### src/rtl/inst_loader.sv
`default_nettype none
// ============================================================================
// Module   : inst_loader
// Purpose  : Byte-wise instruction loader; assembles MSB-first 32-bit words
//            and pulses WE once per word. Optional: INST_LOADER_CHKSUM_EN.
// Revision : 1.0  initial release
// ============================================================================
module inst_loader #(
  parameter int DEPTH = 64,
  parameter int CNT_W = 7
) (
  input  logic             CLK,
  input  logic             RST,
  input  logic [7:0]       DIN,
  input  logic             byte_stb,
  input  logic             clr_stb,
  output logic [31:0]      W_Ins,
  output logic             WE,
  output logic [1:0]       byte_idx,
  output logic [CNT_W-1:0] word_cnt,
  output logic             full,
  output logic [31:0]      partial
`ifdef INST_LOADER_CHKSUM_EN
  ,
  output logic [7:0]       chksum
`endif
);

  localparam logic [1:0] S_COLLECT = 2'd0;
  localparam logic [1:0] S_WRITE   = 2'd1;
  localparam logic [1:0] S_FULL    = 2'd2;

  logic [1:0]       state;
  logic [1:0]       state_nxt;
  logic             prev_byte;
  logic             prev_clr;
  logic             byte_ev;
  logic             clr_ev;
  logic             accept;
  logic [CNT_W-1:0] cnt_inc;

  assign byte_ev = byte_stb & ~prev_byte;
  assign clr_ev  = clr_stb & ~prev_clr;
  assign accept  = byte_ev && (state == S_COLLECT);
  assign cnt_inc = word_cnt + CNT_W'(1);

  always_ff @(posedge CLK) begin
    if (RST) begin
      state <= S_COLLECT;
    end else begin
      state <= state_nxt;
    end
  end

  always_comb begin
    state_nxt = state;
    if (clr_ev) begin
      state_nxt = S_COLLECT;
    end else begin
      case (state)
        S_COLLECT: if (accept && (byte_idx == 2'd3)) state_nxt = S_WRITE;
        S_WRITE:   state_nxt = (cnt_inc == CNT_W'(DEPTH)) ? S_FULL : S_COLLECT;
        S_FULL:    state_nxt = S_FULL;
        default:   state_nxt = S_COLLECT;
      endcase
    end
  end

  // Outputs decode straight from the state register so WE cannot glitch.
  always_comb begin
    WE   = (state == S_WRITE);
    full = (state == S_FULL);
  end

  always_ff @(posedge CLK) begin
    if (RST) begin
      prev_byte <= 1'b0;
      prev_clr  <= 1'b0;
      partial   <= 32'd0;
      W_Ins     <= 32'd0;
      byte_idx  <= 2'd0;
      word_cnt  <= '0;
    end else begin
      prev_byte <= byte_stb;
      prev_clr  <= clr_stb;
      if (clr_ev) begin
        partial  <= 32'd0;
        W_Ins    <= 32'd0;
        byte_idx <= 2'd0;
        word_cnt <= '0;
      end else if (state == S_WRITE) begin
        word_cnt <= cnt_inc;
        partial  <= 32'd0;
      end else if (accept) begin
        partial <= {partial[23:0], DIN};
        if (byte_idx == 2'd3) begin
          W_Ins    <= {partial[23:0], DIN};
          byte_idx <= 2'd0;
        end else begin
          byte_idx <= byte_idx + 2'd1;
        end
      end
    end
  end

`ifdef INST_LOADER_CHKSUM_EN
  always_ff @(posedge CLK) begin
    if (RST) begin
      chksum <= 8'd0;
    end else if (clr_ev) begin
      chksum <= 8'd0;
    end else if (accept) begin
      chksum <= chksum + DIN;
    end
  end
`endif

endmodule
`default_nettype wire

### config.mk
export PLATFORM = sky130hd
export DESIGN_NAME = inst_loader
export DESIGN_NICKNAME = d
export VERILOG_FILES = /design/src/rtl/inst_loader.sv
export SDC_FILE = /design/constraint.sdc
export NUM_CORES = 1
export LEC_CHECK = 0
export ABC_AREA = 1
export CORE_MARGIN = 2
export CORE_UTILIZATION = 30
export CTS_CLUSTER_DIAMETER = 200
export CTS_CLUSTER_SIZE = 25
export DETAILED_ROUTE_END_ITERATION = 8
export GPL_ROUTABILITY_DRIVEN = 1
export PLACE_DENSITY_LB_ADDON = 0.3
export SYNTH_ARGS = -nofsm -noshare
export SYNTH_HDL_FRONTEND = slang
export SYNTH_SLANG_ARGS = --single-unit
export TNS_END_PERCENT = 100
### constraint.sdc
create_clock -name CLK -period 2.9 [get_ports CLK]
set_input_delay 0.87 -clock CLK [delete_from_list [all_inputs] [get_ports CLK]]
set_output_delay 0.87 -clock CLK [all_outputs]
set_load 0.03 [all_outputs]
Yosys cells after proc, flatten, opt, wreduce, memory -nomap -nowiden
Index checks and enable logic that the tools add are counted.
{"block": "totals", "reg_bits": 77, "latchBits": 0, "mem_bits_rw": 0, "mem_bits_ro": 0, "inputBits": 12, "output_inout_bits": 75, "word_cells": 30, "n_memories": 0}
{"block": "classes", "n_addsub": 2, "n_mul": 0, "div": 0, "magnitude_cmp": 0, "eq_ne": 5, "shifts": 0, "muxes": 4, "bitwise_logic": 5, "reduce_logical": 7}
{"operator": "$add A7 B1 Y7 const B", "n": 1}
{"operator": "$eq A7 B7 Y1 const B", "n": 1}
{"operator": "$mux W2", "n": 3}
{"operator": "$pmux W2 S3", "n": 1}
{"operator": "$eq A2 B2 Y1 const B", "n": 2}
{"operator": "$not A1 Y1", "n": 3}
{"operator": "$reduce_and A3 Y1", "n": 1}
{"operator": "$reduce_or A3 Y1", "n": 1}
{"operator": "$add A2 B1 Y2 const B", "n": 1}
{"operator": "$and A1 B1 Y1", "n": 2}
{"operator": "$eq A2 B1 Y1 const B", "n": 1}
{"operator": "$logic_and A1 B1 Y1", "n": 2}
{"operator": "$logic_not A2 Y1", "n": 1}
{"operator": "$ne A2 B1 Y1 const B", "n": 1}
{"operator": "$reduce_and A2 Y1", "n": 1}
{"operator": "$reduce_or A2 Y1", "n": 1}

Depth between registers and ports, before layout
Gate-level depths: netlist (run 1).
{"block": "logic_depth", "word_depth": 6, "mapped_depth": 9, "mapped_depth_nobuf": 9}

Least setup slack after synthesis (run 1)
OpenSTA, ideal clock, no wires.
{"block": "synth_path", "kind": "input-to-reg", "startpoint": "input port byte_stb", "endpoint": "register W_Ins[0]", "setup_ns": 0.116, "arrival_time_ns": 1.627, "required_ns": 2.784, "slack_ns": 1.157, "path_stages": 9, "n_path_buf": 2, "cell_sequence": "inv_1 -> nor2_1 -> nand2_1 -> buf_6 -> nor2_8 -> inv_2 -> buf_4 -> nor2_1 -> nor2_1"}
{"block": "synth_via", "elab_chain_len": 3}
{"item": "start, declared", "line": "15", "text": "input logic byte_stb,"}
{"item": "$and A1 B1 Y1", "line": "42", "text": "assign byte_ev = byte_stb & ~prev_byte;"}
{"item": "$logic_and A1 B1 Y1", "line": "44", "text": "assign accept = byte_ev && (state == S_COLLECT);"}
{"item": "$reduce_and A3 Y1 (no source line)"}
{"item": "end signal, assigned", "line": "97", "text": "W_Ins <= {partial[23:0], DIN};"}
{"item": "end, declared", "line": "17", "text": "output logic [31:0] W_Ins,"}
Every way passes these cells.
A chain may end at the register's enable or synchronous reset.

Worst setup path after layout (run 1)
{"block": "layout_path", "startpoint": "register state[0]", "endpoint": "output port WE"}
{"block": "layout_via", "elab_chain_len": 1}
{"item": "start, declared", "line": "33", "text": "logic [1:0] state;"}
{"item": "start signal, assigned", "line": "51", "text": "state <= state_nxt;"}
{"item": "$eq A2 B1 Y1", "line": "71", "text": "WE = (state == S_WRITE);"}
{"item": "end, declared", "line": "18", "text": "output logic WE,"}
Every way passes these cells.

==> run summary, run 1 <==
Mapped Area: 2820 sq um
Synth Register Bits: 77
Worst Path Required: 2.03 ns
DRT antenna net count: 0
Critical path peak fanout: 6
Clk Tree Root Cell: clkbuf_8
Comb power frac: 0.099
Number of H-tree levels: 3
Number of max-cap violations: 0
Final GP Congestion: 0.771
TritonRoute pass-1 iters: 4
Buffers from clock root to sink, at most: 2
Hold Slack: 0.480 ns
Wire length per cell: 13.8 microns
Proportion of layout cells with a drive suffix above 1: 0.0662
Sw Pwr: 535 uW
Setup Skew: 0.00747 ns
Cells after synthesis: 336
Initial antenna violation count: 0
DRC viols: 0
DP HPWL: 5070 microns
Worst-path clk slew: 0.08 ns
Tightest Pin Transition: 0.573 ns
Status: finished, final reports clean
Switching Fraction: 0.256
I/O Pins: 87
Clk pwr share: 0.373
Pwr per Cell Area: 531 nW/um^2
Worst-skew pair later-pin latency: 0.34 ns
Grt total ovfl: 0
Hold Violations, Final: 0
Leading cell type in the layout, fill and taps excluded: clkdlybuf4s50_1
Synth area leaders: dfxtp_1 (55%), a21oi_1 (6.4%), nand3_1 (6.2%), o21ai_0 (6.2%), inv_1 (5.6%)
Internal: 1550 uW
GRT Total Usage: 0.150
Initial DRC count: 116
Cell variety after synth: 24
Row count: 35
Global-route wire length before repair: 12000 microns
Die width: 101 microns
Largest net degree at the start of global routing: 52
Sequential share of the synthesized area: 0.547
Crit path capture type: primary output
Setup Fix Bufs, Post-CTS: 0
Area fraction of the dominant cell type after synthesis: 0.547
Max Slew Vio Count: 0
Total Routed Length: 7380 microns
Vias: 2518
Critical path arrival: 1.70 ns
Max-slew headroom: 0.617
# hold bufs at CTS: 0
Vias/cell: 4.72
F_max: 389 MHz
Final setup vio count: 0
Initial core utilization: 0.307
Min Clock Period, post-route: 2.57 ns
Flop pwr share: 0.528
CTS tree: done
Syn nets: 351
ANT cells: 0
Die area: 10200 sq um
Die Ht: 101 microns
Nets: 433
Core area: 9200 sq um
Startpoint types: register
Total CTS buffers: 9
P&R area growth vs syn: 39.3%
CTS Sinks: 77
YS warnings: 0
Number of fill cells: 920
Number of buffers added on ports: 86
Peak supply drop: 214 uV
Setup TNS: 0 ns
Most frequent cells in the layout: clkdlybuf4s50_1 (86), dfxtp_1 (77), inv_1 (42)
Vias in the first global route: 2472
Unrepaired setup endpoints after global routing: false
Leak Pwr: 0.00148 uW
Final Cycle Share: 0.887
Cts repair resizes: 0
Cell taking the most area after synthesis: dfxtp_1
Avg Cell Area, Syn: 8.39 sq um
WS Path Type: reg -> out
Hold/Removal Path Class: reg -> reg
## path summary, 6_finish.rpt
kind | from | end | slack, ns | depth (start not counted)
worst max-delay path | state[0] | WE | 0.33 | 3
worst min-delay path | W_Ins[23] | W_Ins[23] | 0.48 | 2
worst max register to register | prev_clr | partial[28] | 1.36 | 6
worst min register to register | W_Ins[23] | W_Ins[23] | 0.48 | 2
## power by group through the flow
stage	registers, uW	logic (uW)	clock network [uW]
floorplan	1170	75.2	0
global placement	1130	206	0
detailed placement	1130	208	0
CTS	1100	209	801
global route	1110	224	837
finish	1100	207	778
## worst max-delay path: stages, from the launching register on
cell and delay, ns:
dfxtp_1 0.36, inv_1 0.07, nor2_2 0.21, clkdlybuf4s50_1 0.73
## sequential cells by signal (all words and copies together), names as in the netlist
register	cells
partial	32
prev_clr	1
W_Ins	32
byte_idx	2
state	2
word_cnt	7
prev_byte	1
## area by class of cell
class                           count  area, sq um  area share
Inverter                           45          169      0.0430
Clock inverter                      7         66.3      0.0169
Timing Repair Buffer               90          903       0.230
Tap cell                          111          139      0.0354
Multi-Input combinational cell    195          985       0.251
Clock buffer                        9          124      0.0315
Sequential cell                    77         1540       0.392
## routing by layer
| layer | up-vias | track usage | wire length, microns |
|---|---|---|---|
| li1 | 1272 | - | - |
| met1 | 1160 | 0.192 | 3410 |
| met2 | 74 | 0.232 | 3240 |
| met3 | 12 | 0.0548 | 628 |
| met4 | 0 | 0.0561 | 96 |
| met5 | - | 0 | 0 |
## per-stage QoR
step                total power (uW)  utilization  area [sq um]  worst slack (ns)  cells
finish                          2090        0.427          3930             0.327    534
global route                    2170        0.427          3930             0.241    534
CTS                             2110        0.427          3930             0.317    534
detailed placement              1330        0.406          3740             0.296    518
global placement                1330        0.406          3740             0.422    518
floorplan                       1250            -          2820              1.16    336
## kinds of logic after synthesis
| group | synth area share |
|---|---|
| adder cells (fa/ha/maj) | 0.0133 |
| AND/OR/NAND/NOR | 0.145 |
| buffers and inverters | 0.104 |
| flip-flops | 0.547 |
| AO/OA/AOI/OAI | 0.191 |
## synthesized netlist by cell type (all sizes together)
library cell / count
dfxtp: 77
o21ai: 64
inv: 45
a21oi: 36
nand3: 35
nand2: 28
nor2: 23
buf: 16
clkbuf: 3
ha: 3
o22ai: 2
a22o: 1
a31oi: 1
nand4: 1
o211a: 1
(Power assumes the default switching activity.)
==> run 2: changes to the inputs <==
--- a/config.mk
+++ b/config.mk
@@ -13,6 +13,7 @@
 export DETAILED_ROUTE_END_ITERATION = 8
 export GPL_ROUTABILITY_DRIVEN = 1
 export PLACE_DENSITY_LB_ADDON = 0.3
+export SLEW_MARGIN = 20
 export SYNTH_ARGS = -nofsm -noshare
 export SYNTH_HDL_FRONTEND = slang
 export SYNTH_SLANG_ARGS = --single-unit
==> results of run 2 <==
Same layout as run 1: the final DEF is identical, and so are final timing and power.
